==> config.mk <==
export PLATFORM = sky130hd
export DESIGN_NAME = nibble_serial_add_ctrl_flat
export DESIGN_NICKNAME = d
export VERILOG_FILES = /design/src/rtl/nibble_serial_add_ctrl_pkg.sv /design/src/rtl/nibble_serial_add_ctrl_if.sv /design/src/rtl/nibble_serial_add_ctrl_cla4.sv /design/src/rtl/nibble_serial_add_ctrl.sv /design/src/flat_wrapper.sv
export SDC_FILE = /design/constraint.sdc
export NUM_CORES = 1
export LEC_CHECK = 0
export BUFFER_PORTS_ARGS = -buffer_cell sky130_fd_sc_hd__buf_2
export CAP_MARGIN = 5
export CORE_UTILIZATION = 61
export CTS_BUF_LIST = sky130_fd_sc_hd__clkbuf_4 sky130_fd_sc_hd__clkbuf_8
export CTS_CLUSTER_SIZE = 30
export DETAILED_ROUTE_END_ITERATION = 8
export PLACE_DENSITY = 0.85
export SLEW_MARGIN = 40
export SYNTH_ARGS = -nofsm -noshare
export SYNTH_HDL_FRONTEND = slang
export SYNTH_HIERARCHICAL = 1
export SYNTH_SLANG_ARGS = --single-unit
==> constraint.sdc <==
create_clock -name clk -period 7.29 [get_ports clk]
set_input_delay 1.458 -clock clk [delete_from_list [all_inputs] [get_ports clk]]
set_output_delay 1.458 -clock clk [all_outputs]
set_load 0.05 [all_outputs]
==> src/rtl/nibble_serial_add_ctrl_pkg.sv <==
// nibble_serial_add_ctrl_pkg: shared state type and nibble sizing helpers
package nibble_serial_add_ctrl_pkg;
   typedef enum logic [1:0] {IDLE, RUN, DONE} state_t;
   localparam int NIBBLE = 4;
   function automatic int nib_count(int width);
      return width / NIBBLE;
   endfunction
   function automatic int k_width(int width);
      return nib_count(width) > 1 ? $clog2(nib_count(width)) : 1;
   endfunction
endpackage

==> src/rtl/nibble_serial_add_ctrl_if.sv <==
// nibble_serial_add_ctrl_if: operand and result handshake bundle
interface nibble_serial_add_ctrl_if #(parameter int WIDTH = 16);
   logic             in_valid, in_ready, in_sub;
   logic [WIDTH-1:0] in_a, in_b;
   logic             out_valid, out_ready, out_cout, out_ovf;
   logic [WIDTH-1:0] out_sum;
   modport master (output in_valid, in_a, in_b, in_sub, out_ready,
                   input  in_ready, out_valid, out_sum, out_cout, out_ovf);
   modport slave  (input  in_valid, in_a, in_b, in_sub, out_ready,
                   output in_ready, out_valid, out_sum, out_cout, out_ovf);
endinterface

==> src/rtl/nibble_serial_add_ctrl_cla4.sv <==
// nibble_serial_add_ctrl_cla4: combinational 4-bit carry-lookahead slice
module nibble_serial_add_ctrl_cla4 (
   input  logic [3:0] a,
   input  logic [3:0] b,
   input  logic       cin,
   output logic [3:0] sum,
   output logic       c3,
   output logic       c4
);
   logic [3:0] g, p, c;
   assign g = a & b;
   assign p = a ^ b;
   assign c[0] = cin;
   assign c[1] = g[0] | (p[0] & cin);
   assign c[2] = g[1] | (p[1] & g[0]) | (p[1] & p[0] & cin);
   assign c[3] = g[2] | (p[2] & g[1]) | (p[2] & p[1] & g[0]) | (p[2] & p[1] & p[0] & cin);
   assign c4   = g[3] | (p[3] & g[2]) | (p[3] & p[2] & g[1]) | (p[3] & p[2] & p[1] & g[0])
               | (p[3] & p[2] & p[1] & p[0] & cin);
   assign c3  = c[3];
   assign sum = p ^ c;
endmodule

==> src/rtl/nibble_serial_add_ctrl.sv <==
// nibble_serial_add_ctrl: wide add/subtract sequenced through one 4-bit CLA slice
module nibble_serial_add_ctrl
   import nibble_serial_add_ctrl_pkg::*;
#(
   parameter int WIDTH = 16
) (
   input  logic                     clk,
   input  logic                     rst,
   nibble_serial_add_ctrl_if.slave  bus,
   output logic                     busy
);
   localparam int NIB = nib_count(WIDTH);
   localparam int KW  = k_width(WIDTH);
   state_t           state;
   logic [WIDTH-1:0] a_r, b_r, result;
   logic             carry, cout_r, ovf_r;
   logic [KW-1:0]    k;
   logic [3:0]       a_nib, b_nib, s_nib;
   logic             c3, c4;
   assign a_nib = a_r[k*NIBBLE +: NIBBLE];
   assign b_nib = b_r[k*NIBBLE +: NIBBLE];
   nibble_serial_add_ctrl_cla4 u_cla4 (
      .a   (a_nib),
      .b   (b_nib),
      .cin (carry),
      .sum (s_nib),
      .c3  (c3),
      .c4  (c4)
   );
   // sequencer: accept operands, ripple one nibble per cycle, hold result until taken
   always_ff @(posedge clk or negedge rst) begin
      if (!rst) begin
         state  <= IDLE;
         a_r    <= '0;
         b_r    <= '0;
         result <= '0;
         carry  <= 1'b0;
         cout_r <= 1'b0;
         ovf_r  <= 1'b0;
         k      <= '0;
      end else begin
         unique case (state)
            IDLE: if (bus.in_valid) begin
               a_r   <= bus.in_a;
               b_r   <= bus.in_b ^ {WIDTH{bus.in_sub}};
               carry <= bus.in_sub;
               k     <= '0;
               state <= RUN;
            end
            RUN: begin
               result[k*NIBBLE +: NIBBLE] <= s_nib;
               carry <= c4;
               k     <= k + 1'b1;
               if (k == KW'(NIB - 1)) begin
                  cout_r <= c4;
                  ovf_r  <= c4 ^ c3;
                  state  <= DONE;
               end
            end
            DONE: if (bus.out_ready) state <= IDLE;
            default: state <= IDLE;
         endcase
      end
   end
   assign bus.in_ready  = state == IDLE;
   assign bus.out_valid = state == DONE;
   assign busy          = state != IDLE;
   assign bus.out_sum   = result;
   assign bus.out_cout  = cout_r;
   assign bus.out_ovf   = ovf_r;
endmodule
==> src/flat_wrapper.sv <==
// flat-port wrapper written by rule: the top's interface ports become plain ports
module nibble_serial_add_ctrl_flat import nibble_serial_add_ctrl_pkg::*;
#(
   parameter int WIDTH = 16
)
  (clk, rst, busy, bus_in_valid, bus_in_a, bus_in_b, bus_in_sub, bus_out_ready, bus_in_ready, bus_out_valid, bus_out_sum, bus_out_cout, bus_out_ovf);
  nibble_serial_add_ctrl_if #(.WIDTH(WIDTH)) bus_i ();
  input  logic clk;
  input  logic rst;
  output logic busy;
  input wire logic [$bits(bus_i.in_valid)-1:0] bus_in_valid;
  input wire logic [$bits(bus_i.in_a)-1:0] bus_in_a;
  input wire logic [$bits(bus_i.in_b)-1:0] bus_in_b;
  input wire logic [$bits(bus_i.in_sub)-1:0] bus_in_sub;
  input wire logic [$bits(bus_i.out_ready)-1:0] bus_out_ready;
  output wire logic [$bits(bus_i.in_ready)-1:0] bus_in_ready;
  output wire logic [$bits(bus_i.out_valid)-1:0] bus_out_valid;
  output wire logic [$bits(bus_i.out_sum)-1:0] bus_out_sum;
  output wire logic [$bits(bus_i.out_cout)-1:0] bus_out_cout;
  output wire logic [$bits(bus_i.out_ovf)-1:0] bus_out_ovf;
  assign bus_i.in_valid = bus_in_valid;
  assign bus_i.in_a = bus_in_a;
  assign bus_i.in_b = bus_in_b;
  assign bus_i.in_sub = bus_in_sub;
  assign bus_i.out_ready = bus_out_ready;
  assign bus_in_ready = bus_i.in_ready;
  assign bus_out_valid = bus_i.out_valid;
  assign bus_out_sum = bus_i.out_sum;
  assign bus_out_cout = bus_i.out_cout;
  assign bus_out_ovf = bus_i.out_ovf;
  nibble_serial_add_ctrl #(.WIDTH(WIDTH)) u_core (.clk(clk), .rst(rst), .bus(bus_i), .busy(busy));
endmodule
# Yosys cells after proc, flatten, opt, wreduce, memory -nomap -nowiden
# Index checks and enable logic that the tools add are counted.
# W data, S select, Z words.
# word_totals
word_cells	67
regBits	55
inputBits	37
# classes
n_reduce_logical	7
n_addsub	2
n_bitwise	31
n_eq_ne	6
muxes	9
n_shift	4
# op_table
op	n
$neg A4 Y34	1
$shift A4 B34 Y16 const A	1
$shiftx A4 B34 Y16	1
$shiftx A16 B5 Y4	2
$and A1 B1 Y1	16
$bwmux W16	1
$xor A16 B16 Y16	1
$or A1 B1 Y1	10
$mux W2	4
$xor A4 B4 Y4	2
$pmux W2 S3	1
$reduce_and A2 Y1	3
$and A4 B4 Y4	1
$eq A2 B2 Y1 const B	2
$ne A2 B2 Y1 const B	2
$pmux W2 S2	1
$reduce_bool A2 Y1	2
$reduce_and A3 Y1	1
$add A2 B1 Y2 const B	1
$eq A2 B1 Y1 const B	1
$logic_not A2 Y1	1
$ne A2 B1 Y1 const B	1
$pmux W1 S2	1
$mux W1	1
$xor A1 B1 Y1	1

# Longest topological paths before layout
# logic_depth
ltp_word	9
ltp_mapped	8
ltp_nobuf	7

# Modules after synthesis
# Netlist, hierarchy kept.
# modules_own_cells
mod	cells_each	seq_area_each_um2	area_each_um2	instances
nibble_serial_add_ctrl	209	1376.3	2600.0	1
nibble_serial_add_ctrl_cla4	18	0.0	155.1	1

# Worst setup path after synthesis
# OpenSTA, ideal clock, no wires.
# synth_path
path_type	register to output
from	register u_core.state[0]
to	output port bus_in_ready
required_time_ns	5.832
stages_incl_launch_ff	4
arrival_ns	1.343
setup_slack_ns	4.489
path_cell_list	dfrtp_1 -> buf_4 -> or2_2 -> inv_1
# synth_between
elab_chain_len	1
# synth_lines
element	line	source
from (decl)	nibble_serial_add_ctrl.sv:14	state_t state;
from (signal assigned)	nibble_serial_add_ctrl.sv:33	state <= IDLE;
from (signal assigned)	nibble_serial_add_ctrl.sv:48	state <= RUN;
from (signal assigned)	nibble_serial_add_ctrl.sv:57	state <= DONE;
$logic_not A2 Y1	nibble_serial_add_ctrl.sv:65	assign bus.in_ready = state == IDLE;
to (decl)	flat_wrapper.sv:16	output wire logic [$bits(bus_i.in_ready)-1:0] bus_in_ready;
# Every way passes these cells.

# Worst setup path in the final report
# Same ends and word-level chain as after synthesis.

==> results.yml <==
status:
  outcome: "finished clean"
clocking:
  post_cts_resized: 0
  clock_latency_ns: 0.30
  htree_num_levels: 2
  cts_tree: "yes"
  post_cts_buffers: 0
  cts-root-buf: "clkbuf_8"
  cts_sinks: 55
  cts_made_buffers: 5
  clk_path_buf_depth: 2
  cts-hold-fix-buffers: 0
  clk_pin_slew_ns: 0.09
sta:
  rsz0062_at_grt: "false"
  holdWs_ns: 0.479
  finalHoldViolCount: 0
  fin_crit_ns: 3.04
  setup_viol: 0
  slew_headroom: 0.548
  fin_skew_ns: 0.00615
  setup_tns_ns: 0
  clock.fmax_mhz: 329
  maxSlewViolCount: 0
  tightest_slew_ns: 0.678
  period_share: 0.417
min_path:
  hold_class: "reg -> reg"
power_and_ir_drop:
  pwr-share-clk: 0.125
  ir_drop_uv: 289
  power_density_mw_per_mm2: 519
  internal-power_uw: 916
  power_frac_seq: 0.332
  power_switching_uw: 729
  total_power_uw: 1650
  cellLeakagePower_uw: 0.00149
  combPwrFrac: 0.544
  switching_share: 0.443
global_route:
  overflow: 0
  grt_pass1_wl_um: 8490
  antenna_found_initial: 0
  grt_pass1_vias: 1859
  grt_max_degree: 56
  track_usage: 0.223
logic_synthesis:
  synth_warnings: 6
  synth_fp_nets: 274
  synth-seq-area-share: 0.500
  syn_inst: 227
  syn_area_mm2: 0.00276
  ys_types: 36
  ys_seq_elements: 55
  syn_avg_cell_area_um2: 12.1
cells_and_area:
  syn_to_final_growth_pct: 15.0
  final_cell_mix: "57 x buf_2, 54 x dfrtp_1, 19 x nand2_1, 19 x nor2_1, 18 x xnor2_1"
  nNetsFinal: 329
  antenna_cells: 0
  fin_cells: 335
  drive_gt1_frac: 0.367
  final_common_cell: "buf_2"
  finalInstanceArea_mm2: 0.00317
placement:
  io_buffers: 57
  dp_hpwl_um: 3500
  dp.cells: 327
  gp_congestion: 0.784
  placed_cell_area_mm2: 0.00305
drt:
  viasPerCell: 5.44
  dr.first_iter.drc_count: 115
  antenna_left: 0
  drt_wl_total_um: 4880
  drc_errors: 0
  first_pass_iters: 4
  vias: 1822
  wire_per_inst_um: 14.6
setup_path:
  critical_path_class: "reg -> out"
  cp.required_ns: 5.83
  crit_path_end_kind: "primary output"
  cp.arrival_ns: 1.58
  worstPathMaxFanout: 12
  cp-start-kind: "flop"
run:
  drv_cap: 0
floorplan:
  die_w_um: 69.2
  die_area_mm2: 0.00479
  die_h_um: 69.2
  core-area_mm2: 0.00435
  fp-row-count: 24
  initial_core_util: 0.633
  pin_count: 58
state kept, by name (all words and copies together), names as in the netlist:
register and cells:
u_core/state 2, u_core/b_r 16, u_core/carry 1, u_core/bus.out_ovf 1, u_core/a_r 16, u_core/bus.out_sum 16
u_core/k 2, u_core/bus.out_cout 1
logic make-up after synthesis:
group / count (synthesis) / synth area share
simple gates: 54 / 0.108
fa+ha+maj: 10 / 0.0481
flops: 55 / 0.500
mux: 26 / 0.139
compound gates: 42 / 0.102
xor+xnor: 20 / 0.0636
buf+inv: 20 / 0.0404
synthesized netlist by cell type (all sizes together):
cell type	number	area, um2
fa	1	20.0
nand3b	3	35.0
nand2b	2	12.5
a22o	9	78.8
ha	9	113
and4bb	2	25.0
dfrtp	55	1380
and4b	1	10.0
nor3b	3	32.5
a21oi	16	95.1
nor2b	2	12.5
a21o	1	7.51
mux4	8	180
mux2i	1	10.0
or2	1	6.26
buf	9	66.3
a211oi	1	12.5
o32ai	1	8.76
o21bai	2	18.8
nor2	19	71.3
nor3	1	5.00
nand2	19	71.3
xor2	2	17.5
inv	9	33.8
nor4b	1	15.0
clkbuf	2	11.3
o21ai	12	60.1
xnor2	18	158
mux2	17	191
per-layer routing:
layer,vias to the layer above,track usage,share of wire
met4,0,0.0658,0.0072
met5,-,0,0
met3,4,0.0581,0.038
met1,882,0.307,0.46
met2,41,0.353,0.49
li1,895,-,-
power by group through the flow:
| stage | clock network (uW) | registers (uW) | logic, uW |
|---|---|---|---|
| global route | 224 | 567 | 972 |
| global placement | 0 | 545 | 864 |
| finish | 205 | 546 | 894 |
| detailed placement | 0 | 551 | 898 |
| floorplan | 0 | 581 | 665 |
| CTS | 211 | 545 | 899 |
metrics by stage:
step | utilization | worst slack, ns
2_1_floorplan | - | 4.49
3_3_place_gp | 0.700 | 4.47
3_5_place_dp | 0.700 | 4.41
4_1_cts | 0.727 | 4.26
5_1_grt | 0.728 | 4.19
6_report | 0.728 | 4.25
worst paths after layout:
kind                                        from                endpoint  slack (ns)  depth (start not counted)
max                              u_core/state[0]            bus_in_ready        4.25                          3
min                        u_core/bus.out_sum[1]   u_core/bus.out_sum[1]        0.48                          2
max reg2reg                          u_core/k[0]  u_core/bus.out_sum[11]        4.64                          7
min reg2reg                u_core/bus.out_sum[1]   u_core/bus.out_sum[1]        0.48                          2
max in group asynchronous                    rst             u_core/k[0]        5.53                          2
min in group asynchronous                    rst           u_core/a_r[1]        1.26                          2
worst max-delay path: stages, from the launching register on:
cell	delay (ns)
dfrtp_1	0.57
or2_2	0.40
inv_1	0.06
buf_2	0.25
cell type report:
class,instances,area (um2)
Clock buffer,6,82.6
Fill cell,319,1190
Timing Repair Buffer,59,300
Clock inverter,2,35.0
Tap cell,52,65.1
Inverter,9,33.8
Multi-Input combinational cell,152,1270
Sequential cell,55,1380
No activity file was read; power rests on OpenSTA's default activity.
